### src/rtl/rom_dl_sequencer.sv
// Steers the HPS ROM download into the shared program/vector/sound ROM storage and gives
// CPU fetches the slots the download does not use. Keeps the game core in reset until
// the ROM image has loaded and settled.
module rom_dl_sequencer #(
    parameter int PROG_SIZE = 8192,
    parameter int VEC_SIZE  = 2048,
    parameter int SND_SIZE  = 256,
    parameter int POST_HOLD = 64
) (
    input  logic        clk_25,
    input  logic        RESET_L,
    input  logic        dn_download,
    input  logic        dn_wr,
    input  logic [15:0] dn_addr,
    input  logic [7:0]  dn_data,
    input  logic        cpu_rd,
    input  logic [15:0] cpu_addr,
    output logic [7:0]  cpu_rdata,
    output logic        cpu_valid,
    output logic        cpu_busy,
    output logic [2:0]  mem_sel,
    output logic [15:0] mem_addr,
    output logic [7:0]  mem_wdata,
    output logic        mem_we,
    input  logic [7:0]  mem_rdata,
    output logic        core_reset_l,
    output logic        dl_done,
    output logic [15:0] dl_count,
    output logic [7:0]  dl_sum
);

    typedef enum logic [1:0] {S_BOOT, S_LOAD, S_HOLD, S_RUN} t_state;

    localparam logic [16:0] L_VEC_BASE = 17'(PROG_SIZE);
    localparam logic [16:0] L_SND_BASE = 17'(PROG_SIZE + VEC_SIZE);
    localparam logic [16:0] L_END      = 17'(PROG_SIZE + VEC_SIZE + SND_SIZE);

    // Returns {mapped, one-hot region, region-relative address}.
    function automatic logic [19:0] f_decode(input logic [15:0] a);
        logic [16:0] w;
        w = {1'b0, a};
        if (w < L_VEC_BASE)      return {1'b1, 3'b001, a};
        else if (w < L_SND_BASE) return {1'b1, 3'b010, a - L_VEC_BASE[15:0]};
        else if (w < L_END)      return {1'b1, 3'b100, a - L_SND_BASE[15:0]};
        else                     return {1'b0, 3'b000, a};
    endfunction

    t_state      r_state;
    logic [15:0] r_hold_cnt;
    logic        r_wb_vld;
    logic        r_mem_we;
    logic [2:0]  r_mem_sel;
    logic [15:0] r_mem_addr;
    logic [7:0]  r_mem_wdata;
    logic [1:0]  r_rd_pipe;
    logic [1:0]  r_um_pipe;
    logic        r_core_reset_l;
    logic        r_dl_done;
    logic [15:0] r_dl_count;
    logic [7:0]  r_dl_sum;

    logic [19:0] w_wr_dec;
    logic [19:0] w_rd_dec;
    logic        w_wr_cap;
    logic        w_rd_acc;

    assign w_wr_dec = f_decode(dn_addr);
    assign w_rd_dec = f_decode(cpu_addr);
    assign w_wr_cap = (r_state == S_LOAD) && dn_wr;
    // A read cannot share the bus with a draining or just-captured write, nor overlap an in-flight read.
    assign w_rd_acc = cpu_rd && !r_wb_vld && !w_wr_cap && !r_rd_pipe[0];

    assign cpu_busy     = cpu_rd && !w_rd_acc;
    assign cpu_valid    = r_rd_pipe[1];
    assign cpu_rdata    = r_rd_pipe[1] ? (r_um_pipe[1] ? 8'hFF : mem_rdata) : 8'h00;
    assign mem_we       = r_mem_we;
    assign mem_sel      = r_mem_sel;
    assign mem_addr     = r_mem_addr;
    assign mem_wdata    = r_mem_wdata;
    assign core_reset_l = r_core_reset_l;
    assign dl_done      = r_dl_done;
    assign dl_count     = r_dl_count;
    assign dl_sum       = r_dl_sum;

    always_ff @(posedge clk_25 or negedge RESET_L) begin
        if (!RESET_L) begin
            r_state        <= S_BOOT;
            r_hold_cnt     <= '0;
            r_wb_vld       <= 1'b0;
            r_mem_we       <= 1'b0;
            r_mem_sel      <= '0;
            r_mem_addr     <= '0;
            r_mem_wdata    <= '0;
            r_rd_pipe      <= '0;
            r_um_pipe      <= '0;
            r_core_reset_l <= 1'b0;
            r_dl_done      <= 1'b0;
            r_dl_count     <= '0;
            r_dl_sum       <= '0;
        end else begin
            r_rd_pipe <= {r_rd_pipe[0], w_rd_acc};
            r_um_pipe <= {r_um_pipe[0], w_rd_acc & ~w_rd_dec[19]};
            r_wb_vld  <= w_wr_cap;

            // The output registers double as the write buffer: captured now, drained next cycle.
            if (w_wr_cap) begin
                r_mem_we    <= w_wr_dec[19];
                r_mem_sel   <= w_wr_dec[18:16];
                r_mem_addr  <= w_wr_dec[15:0];
                r_mem_wdata <= dn_data;
            end else begin
                r_mem_we <= 1'b0;
                if (w_rd_acc) begin
                    r_mem_sel  <= w_rd_dec[18:16];
                    r_mem_addr <= w_rd_dec[15:0];
                end
            end

            if (r_mem_we) begin
                r_dl_count <= r_dl_count + 16'd1;
                r_dl_sum   <= r_dl_sum + r_mem_wdata;
            end

            if (dn_download && r_state != S_LOAD) begin
                r_state        <= S_LOAD;
                r_core_reset_l <= 1'b0;
                r_dl_done      <= 1'b0;
                r_dl_count     <= '0;
                r_dl_sum       <= '0;
            end else begin
                case (r_state)
                    S_LOAD: if (!dn_download) begin
                        r_state    <= S_HOLD;
                        r_hold_cnt <= 16'(POST_HOLD - 1);
                    end
                    S_HOLD: if (r_hold_cnt == 16'd0) r_state <= S_RUN;
                            else r_hold_cnt <= r_hold_cnt - 16'd1;
                    S_RUN: begin
                        r_core_reset_l <= 1'b1;
                        r_dl_done      <= 1'b1;
                    end
                    default: ;
                endcase
            end
        end
    end

endmodule

### config.mk
export PLATFORM = sky130hd
export DESIGN_NAME = rom_dl_sequencer
export DESIGN_NICKNAME = d
export VERILOG_FILES = /design/src/rtl/rom_dl_sequencer.sv
export SDC_FILE = /design/constraint.sdc
export NUM_CORES = 1
export LEC_CHECK = 0
export ABC_AREA = 1
export BUFFER_PORTS_ARGS = -buffer_cell sky130_fd_sc_hd__buf_2
export CAP_MARGIN = 20
export CORE_AREA = 3 3 95 97
export CTS_CLUSTER_DIAMETER = 60
export DETAILED_ROUTE_END_ITERATION = 16
export DIE_AREA = 0 0 98 100
export GPL_TIMING_DRIVEN = 0
export PLACE_DENSITY = 0.79
export SLEW_MARGIN = 0
export SYNTH_ARGS = -nofsm -noshare
export SYNTH_HDL_FRONTEND = slang
export SYNTH_SLANG_ARGS = --single-unit
export TNS_END_PERCENT = 5
### constraint.sdc
create_clock -name clk_25 -period 1.9 [get_ports clk_25]
set_input_delay 0.285 -clock clk_25 [delete_from_list [all_inputs] [get_ports clk_25]]
set_output_delay 0.285 -clock clk_25 [all_outputs]
set_load 0.02 [all_outputs]
# Word level (Yosys, flattened, before mapping)
# Index checks and enable logic that the tools add are counted.
# Widths: inputs -> output; s select.
# op_classes
add_sub_neg,7
n_lt_le_gt_ge,6
eq_ne,8
muxes,26
bitwise,3
reduce_logical,18
# ops
operator,count
$mux 20,6
$lt 16x14->1 const B,6
$mux 16,6
$sub 16x14->16 const B,4
$mux 8,4
$pmux 16 s2,1
$add 16x1->16 const B,1
$logic_not 16->1,1
$sub 16x1->16 const B,1
$add 8x8->8,1
$reduce_bool 2->1,4
$logic_and 1x1->1,6
$mux 2,3
$mux 3,2
$eq 2x2->1 const B,2
$logic_not 1->1,4
$ne 2x2->1 const B,2
$pmux 2 s2,1
$reduce_and 4->1,1
$mux 1,3
$ne 3x2->1 const B,1
$ne 3x3->1 const B,1
$reduce_and 3->1,1
$reduce_bool 3->1,1
4 further kinds,5
# word_totals
ff_bits,76
input_bits,53
out_inout_bits,64
word_cells,80

# Depth between registers and ports, before layout
# Gate-level depths: netlist (run 1).
# depth
ltp_word,7
depth_mapped,10
ltp_nobuf,10

# Least setup slack after synthesis (run 1)
# No wires, ideal clock.
# synth_path
path_kind,reg-to-reg
startpoint,register r_mem_wdata[0] (netlist: mem_wdata[0])
endpoint,register r_dl_sum[2] (netlist: dl_sum[2])
setup_ns,0.122
arrival_time_ns,1.635
t_required_ns,1.778
slack_ns,0.144
stages_incl_launch_ff,5
path_buffers,0
synth_period_minus_slack_ns,1.756
path_cell_list,dfrtp_1 > ha_1 > fa_1 > or2_2 > a32o_1
# synth_between
elab_chain_len,3
# synth_rtl
item,line_no,rtl
"start, declared",54,logic [7:0] r_mem_wdata;
"start signal, assigned",110,r_mem_wdata <= dn_data;
$add 8x8->8,121,r_dl_sum <= r_dl_sum + r_mem_wdata;
$mux 8,119,if (r_mem_we) begin
$mux 8,124,if (dn_download && r_state != S_LOAD) begin
"end signal, assigned",121,
"end, declared",60,logic [7:0] r_dl_sum;
# Every way passes these cells. The select of a mux whose other input is x is not followed.
# A chain may end at the register's enable or synchronous reset.

# Worst setup path in the final report (run 1)
# layout_path
startpoint,register r_state[0]
endpoint,output cpu_busy
# layout_between
elab_chain_len,7
# layout_rtl
item,line_no,rtl
"start, declared",48,t_state r_state;
"start signal, assigned",87,r_state <= S_BOOT;
"start signal, assigned",125,r_state <= S_LOAD;
"start signal, assigned",133,r_state <= S_HOLD;
$eq 2x1->1,69,assign w_wr_cap = (r_state == S_LOAD) && dn_wr;
$logic_and 1x1->1,69,
$logic_not 1->1,71,assign w_rd_acc = cpu_rd && !r_wb_vld && !w_wr_cap && !r_rd_pipe[0];
$logic_and 1x1->1 (2 in series),71,
named net w_rd_acc,65,logic w_rd_acc;
$logic_not 1->1,73,assign cpu_busy = cpu_rd && !w_rd_acc;
$logic_and 1x1->1,73,
"end, declared",20,"output logic cpu_busy,"
# The timed path passes the listed nets, and every way through them passes these cells.

==> results of run 1 <==
## registers in the layout, summed over array words and instances (netlist names)
| register | flops |
|---|---|
| dl_count | 16 |
| mem_addr | 16 |
| r_hold_cnt | 16 |
| dl_sum | 8 |
| mem_wdata | 8 |
| mem_sel | 3 |
| r_rd_pipe | 2 |
| r_state | 2 |
| r_um_pipe | 2 |
| dl_done | 1 |
| mem_we | 1 |
| r_wb_vld | 1 |
## per-layer routing
| layer | wire (um) | up-vias | part of all wire |
|---|---|---|---|
| li1 | - | 2189 | - |
| met1 | 4840 | 2069 | 0.43 |
| met4 | 157 | 0 | 0.014 |
| met3 | 747 | 17 | 0.066 |
| met2 | 5490 | 152 | 0.49 |
| met5 | 0 | - | 0 |
## layout by cell type (no fill, tap or decap), types with 2 or more instances in the layout
master      n
clkinv_2    3
buf_4       7
inv_1      68
buf_2     117
clkbuf_8   10
nand2_2     2
nor2_1     80
clkbuf_1    4
o221ai_1    2
a21oi_1    29
nor3_1      9
inv_2       5
dfrtp_1    76
nor2_4      3
nand2_1   163
or2_2       4
o21ai_0    44
a31oi_1     2
xnor2_1     3
nand4_1     7
o211ai_1    4
a22o_1      3
ha_1       15
nand3_1    54
## critical path, delay by kind of cell (launching register included)
| kind | cells | cell delay [ps] |
|---|---|---|
| buffers and inverters | 3 | 310 |
| DFF | 1 | 350 |
| and+or+nand+nor | 4 | 520 |
## stage by stage
step / hold WS [ps] / TNS, ps / std cells / setup WS (ps) / cell area (um2)
floorplan: -10.6 / 0 / 597 / 144 / 4340
global route: 147 / -5.10 / 837 / -5.10 / 5330
finish: 139 / 0 / 837 / 99.6 / 5330
CTS: 133 / 0 / 837 / 18.6 / 5320
global placement: 340 / 0 / 818 / 20.5 / 5050
detailed placement: 238 / 0 / 819 / 34.0 / 5080
## timing repair
item                       CTS  global route
hold buffers                 1             0
hold endpoints to repair    26             0
pin swaps                    1             2
gates resized for setup      4             5
setup buffers                2             0
setup endpoints to repair    1            17
gates cloned                 0             0
## where the power goes
group	leakage, nW	switching [mW]	total, mW	internal, mW
Clock	0.0979	0.592	1.22	0.629
Combinational	1.90	0.707	1.08	0.376
Sequential	0.988	0.129	1.91	1.78
Total	2.99	1.43	4.21	2.79
## area by class of cell
class | instances | share of cell area
multi-input combinational | 436 | 0.398
sequential | 76 | 0.357
timing repair buffer | 120 | 0.120
inverter | 73 | 0.0514
clock buffer | 10 | 0.0258
tap | 105 | 0.0246
buffer | 12 | 0.0134
clock inverter | 5 | 0.00986
## path summary, 6_finish.rpt
| path | from | end | slack, ps |
|---|---|---|---|
| max in group asynchronous | RESET_L | dl_count[0]$_DFFE_PN0P_ | 930 |
| worst min register to register | r_um_pipe[0]$_DFF_PN0_ | r_um_pipe[1]$_DFF_PN0_ | 370 |
| min in group asynchronous | RESET_L | r_hold_cnt[10]$_DFFE_PN0P_ | 400 |
| worst max register to register | mem_wdata[0]$_DFFE_PN0P_ | dl_sum[2]$_DFFE_PN0P_ | 130 |
| worst max-delay path | r_state[0]$_DFFE_PN0P_ | cpu_busy | 100 |
| worst min-delay path | dn_data[7] | mem_wdata[7]$_DFFE_PN0P_ | 140 |
## logic make-up after synthesis
logic type / share of synthesized area
buf+inv: 0.0789
simple gates: 0.316
flops: 0.438
compound gates: 0.111
xor+xnor: 0.00807
fa+ha+maj: 0.0478
==> results.cfg, run 1 <==
[worst_setup_path]
cp_slowest_cell = dfrtp_1
cp_data_required_time_ps = 1620
endpoint_kind = output port
slowest_delay_ps = 350
cp_data_arrival_time_ps = 1520
cp-start-kind = flop
critical_path_class = flop to output port
reg2reg_depth = 4
cp_max_fo = 10
path_cells = inv_1 -> nor2_4 -> nand2_4 -> nand2_1 -> inv_2 -> nor2_1 -> buf_4

[global_routing]
grt_pass1_wl_um = 19000
grtUsageTotal = 0.233
met2_usage = 0.396
grt_pass1_vias = 4303
top_usage_layer = met2
antenna_found_initial = 0
grt_remaining_overflow = 0
grtUsageMet3 = 0.0535
grt_max_degree = 51
met1_usage = 0.298

[layout]
diodes = 0
drive_above_1_share = 0.217
fillers = 733
multiInputGateArea_um2 = 2120
utilization = 0.649
register_area_um2 = 1900
areaGrowthSynthToFinish_pct = 22.8
nets = 797

[detailed_routing]
final_antenna_net_count = 0
drt_iter0_drc = 207
post_drt_wl_per_cell_um = 13.4
drc_errors = 0
wirelength_um = 11200
dr.pass1.iters = 4
routed_via_density = 5.29
num_vias = 4427

[placement]
finalWeightedCongestion = 0.955
port_buffers = 116
dp_hpwl_um = 8470

[clock_tree]
clk_pin_slew_ps = 80
clock_sinks = 76
cts_root_buffer = clkbuf_8
cts_made_buffers = 9
cts_tree = yes
clk_latency_ps = 340
h-tree-depth = 3
ctsLongestPathBuffers = 2

[hold_path]
worstHoldPathCells = 3
hold_class = input port to flop

[floorplan]
initial_core_util = 0.529
dieArea_um2 = 9800
fp-row-count = 33
ios = 117
core_area_um2 = 8220
die_w_um = 98
die_y_um = 100

[timing]
tightestPinTransition_ps = 490
finalCritPeriodShare = 0.948
maxSlewHeadroom = 0.673
hold_viol_final = 0
max_freq_ghz = 0.555
fin_crit_ps = 1800
drv_slew = 0
setup-violations-final = 0
fin_skew_ps = 10.5

[yosys]
synth_top_area_frac = 0.438
yosys_most_used_dff = dfrtp_1
ys_top_cells_by_count = 163 x nand2_1, 82 x nor2_1, 76 x dfrtp_1
synth_cells = 597
synth_area_per_cell_um2 = 7.27
synth_area_um2 = 4340
synth_cell_types = 34
yosysWarnings = 0
synth_edf_count = 0
ys_seq_area_frac = 0.438
synthTopCellsByArea = dfrtp_1 44%, nand2_1 14%, nor2_1 7.1%, nand3_1 6.2%, inv_1 6.0%
async_flop_share = 1.00
synth_most_common_cell = nand2_1
synth-seq-cells = 76
synth_top_area_cell = dfrtp_1
syn_nets = 666

[power_and_ir_drop]
ir_drop_mv = 0.490
power.leakage_nw = 2.99
finalPower_mw = 4.21
p_per_area_nw_per_um2 = 791

[flow_run]
cap_viol_max_count = 0

[status]
status = finished, final reports clean
No activity file was read; power rests on OpenSTA's default activity.
==> inputs of run 2 (changes only) <==
--- a/config.mk
+++ b/config.mk
@@ -9,8 +9,8 @@
 export BUFFER_PORTS_ARGS = -buffer_cell sky130_fd_sc_hd__buf_2
 export CAP_MARGIN = 20
-export CORE_AREA = 3 3 95 97
-export CTS_CLUSTER_DIAMETER = 60
+export CORE_AREA = 2 2 94 96
+export CTS_CLUSTER_DIAMETER = 120
 export DETAILED_ROUTE_END_ITERATION = 16
-export DIE_AREA = 0 0 98 100
+export DIE_AREA = 0 0 96 98
 export GPL_TIMING_DRIVEN = 0
 export PLACE_DENSITY = 0.79
==> constraint.sdc (replaced) <==
create_clock -name clk_25 -period 1.9 [get_ports clk_25]
set_input_delay 0.38 -clock clk_25 [delete_from_list [all_inputs] [get_ports clk_25]]
set_output_delay 0.38 -clock clk_25 [all_outputs]
set_load 0.02 [all_outputs]
==> run 2 against run 1 <==
Compared with the run above:
- sequential share of layout area is 0.45 points lower
- clock-buffer cell count is 1 higher
- clock skew fell by 0.58 ps
- die area decreased by 4.0%
- utilization decreased by 1.1 points
- combinational power is essentially flat
- hold slack gained 73 ps
- design area increased by 1.3%
- via count barely moved
- routed wire length down 2.5%
- sequential power about the same
- critical path depth stayed put
==> results.cfg, run 2 (synthesis results as in run 1) <==
[clock_tree]
ctsLongestPathBuffers = 2
h-tree-depth = 3
clk_latency_ps = 350
cts_tree = yes
clk_pin_slew_ps = 80
clock_sinks = 76
cts_root_buffer = clkbuf_8
cts_made_buffers = 9

[global_routing]
antenna_found_initial = 0
grt_pass1_vias = 4084
grtUsageTotal = 0.243
grt_max_degree = 48
grt_pass1_wl_um = 18300
grt_remaining_overflow = 0

[layout]
fin_cells = 847
areaGrowthSynthToFinish_pct = 24.3
register_area_um2 = 1900
layout_common_cells = 162 x nand2_1, 117 x buf_2, 80 x nor2_1
nets = 803
drive_above_1_share = 0.226
multiInputGateArea_um2 = 2130
fillers = 750
diodes = 0
final_common_cell = nand2_1

[timing]
holdWs_ps = 212
tightestPinTransition_ps = 484
setup-violations-final = 0
fin_crit_ps = 1810
max_freq_ghz = 0.551
totalNegativeSetupSlack_ps = 0
drv_slew = 0
hold_viol_final = 0
finalCritPeriodShare = 0.955
maxSlewHeadroom = 0.678
fin_skew_ps = 9.96
setup_slack_ps = 86.1

[floorplan]
die_y_um = 98
die_w_um = 96
ios = 117
initial_core_util = 0.513
fp-row-count = 34
dieArea_um2 = 9410
core_area_um2 = 8470

[worst_setup_path]
rr_endpoint = dl_sum[2]$_DFFE_PN0P_
crit_end = cpu_busy
cp_slowest_cell = dfrtp_1
cp_data_arrival_time_ps = 1430
cp_data_required_time_ps = 1520
r2r_start = mem_wdata[0]$_DFFE_PN0P_
critical_path_class = flop to output port
reg2reg_depth = 4
slowest_delay_ps = 370
cp_max_fo = 5
critical_path.most_common_cell = nand2_4
startpoint = r_state[0]$_DFFE_PN0P_
cp-start-kind = flop
rrSetupSlack_ps = 130
endpoint_kind = output port
path_cells = inv_2 -> nor2_4 -> nand2_4 -> nand2_4 -> inv_4 -> nor2_1 -> buf_4

[detailed_routing]
post_drt_wl_per_cell_um = 12.9
final_antenna_net_count = 0
wirelength_um = 11000
dr.pass1.iters = 4
num_vias = 4428
drc_errors = 0
routed_via_density = 5.23
drt_iter0_drc = 241

[placement]
finalWeightedCongestion = 0.954
place_inst = 822
port_buffers = 116
place_ws_ps = -146
dp_hpwl_um = 8130

[power_and_ir_drop]
p_per_area_nw_per_um2 = 794
ir_drop_mv = 0.345
intPower_mw = 2.82
switching_power_mw = 1.47
swShare = 0.342
clockPowerShare = 0.298
power_frac_comb = 0.257
power.share.sequential = 0.445
power.leakage_nw = 3.02

[flow_run]
cap_viol_max_count = 0

[status]
status = finished, final reports clean

[hold_path]
hold_class = input port to flop
[run 2: changes by cell type in the layout (fill, tap and decap cells not counted), sizes merged]
cell and delta:
buf +5, clkbuf +2, clkinv -1, inv +1
[run 2: worst min-delay path by stage]
stage,from,endpoint,slack [ps],depth (start not counted)
2_1_floorplan,RESET_L,dl_count[0]$_DFFE_PN0P_,80,0
3_5_place_dp,RESET_L,r_hold_cnt[3]$_DFFE_PN0P_,340,1
6_report,dn_data[4],mem_wdata[4]$_DFFE_PN0P_,210,3
3_3_place_gp,r_um_pipe[0]$_DFF_PN0_,r_um_pipe[1]$_DFF_PN0_,340,0
5_1_grt,dn_download,r_state[1]$_DFFE_PN0P_,220,2
4_1_cts,dn_data[4],mem_wdata[4]$_DFFE_PN0P_,200,3
[run 2: power groups by stage]
stage	clock (mW)	sequential (mW)	combinational, mW
global route	1.38	1.93	1.22
floorplan	0	2.07	0.521
global placement	0	1.93	1.03
detailed placement	0	1.93	1.06
CTS	1.29	1.90	1.08
finish	1.28	1.91	1.10
[run 2: worst max-delay path, delay by kind of cell (launching register included)]
kind | cells | cell delay [ps]
buf+inv | 3 | 260
flops | 1 | 370
simple gates | 4 | 440
[run 2: metrics by stage]
| step | instance area (um2) | utilization | power [mW] |
|---|---|---|---|
| 2_1_floorplan | 4340 | - | 2.59 |
| 3_3_place_gp | 5060 | 0.598 | 2.95 |
| 3_5_place_dp | 5090 | 0.601 | 2.99 |
| 4_1_cts | 5350 | 0.632 | 4.28 |
| 5_1_grt | 5400 | 0.638 | 4.53 |
| 6_report | 5400 | 0.638 | 4.28 |
[run 2: area by class of cell]
| class | instances | share of cell area |
|---|---|---|
| Buffer | 12 | 0.0132 |
| Clock buffer | 11 | 0.0262 |
| Clock inverter | 5 | 0.0111 |
| Inverter | 73 | 0.0512 |
| Multi-Input combinational cell | 436 | 0.395 |
| Sequential cell | 76 | 0.352 |
| Tap cell | 108 | 0.0250 |
| Timing Repair Buffer | 126 | 0.126 |
[run 2: routing by layer]
metal	GRT usage	share of wire	wire length [um]	up-vias
met3	0.0394	0.053	584	17
met2	0.388	0.48	5310	138
li1	-	-	-	2207
met1	0.337	0.45	4890	2066
met5	0	0	0	-
met4	0.0802	0.016	173	0
[run 2: repair_timing]
item | CTS | global route
gates resized for setup | 7 | 6
setup buffers | 3 | 5
hold buffers | 1 | 0
cloned | 0 | 0
endpoints found under the hold margin | 29 | 0
pin swaps | 1 | 2
setup endpoints to repair | 6 | 13
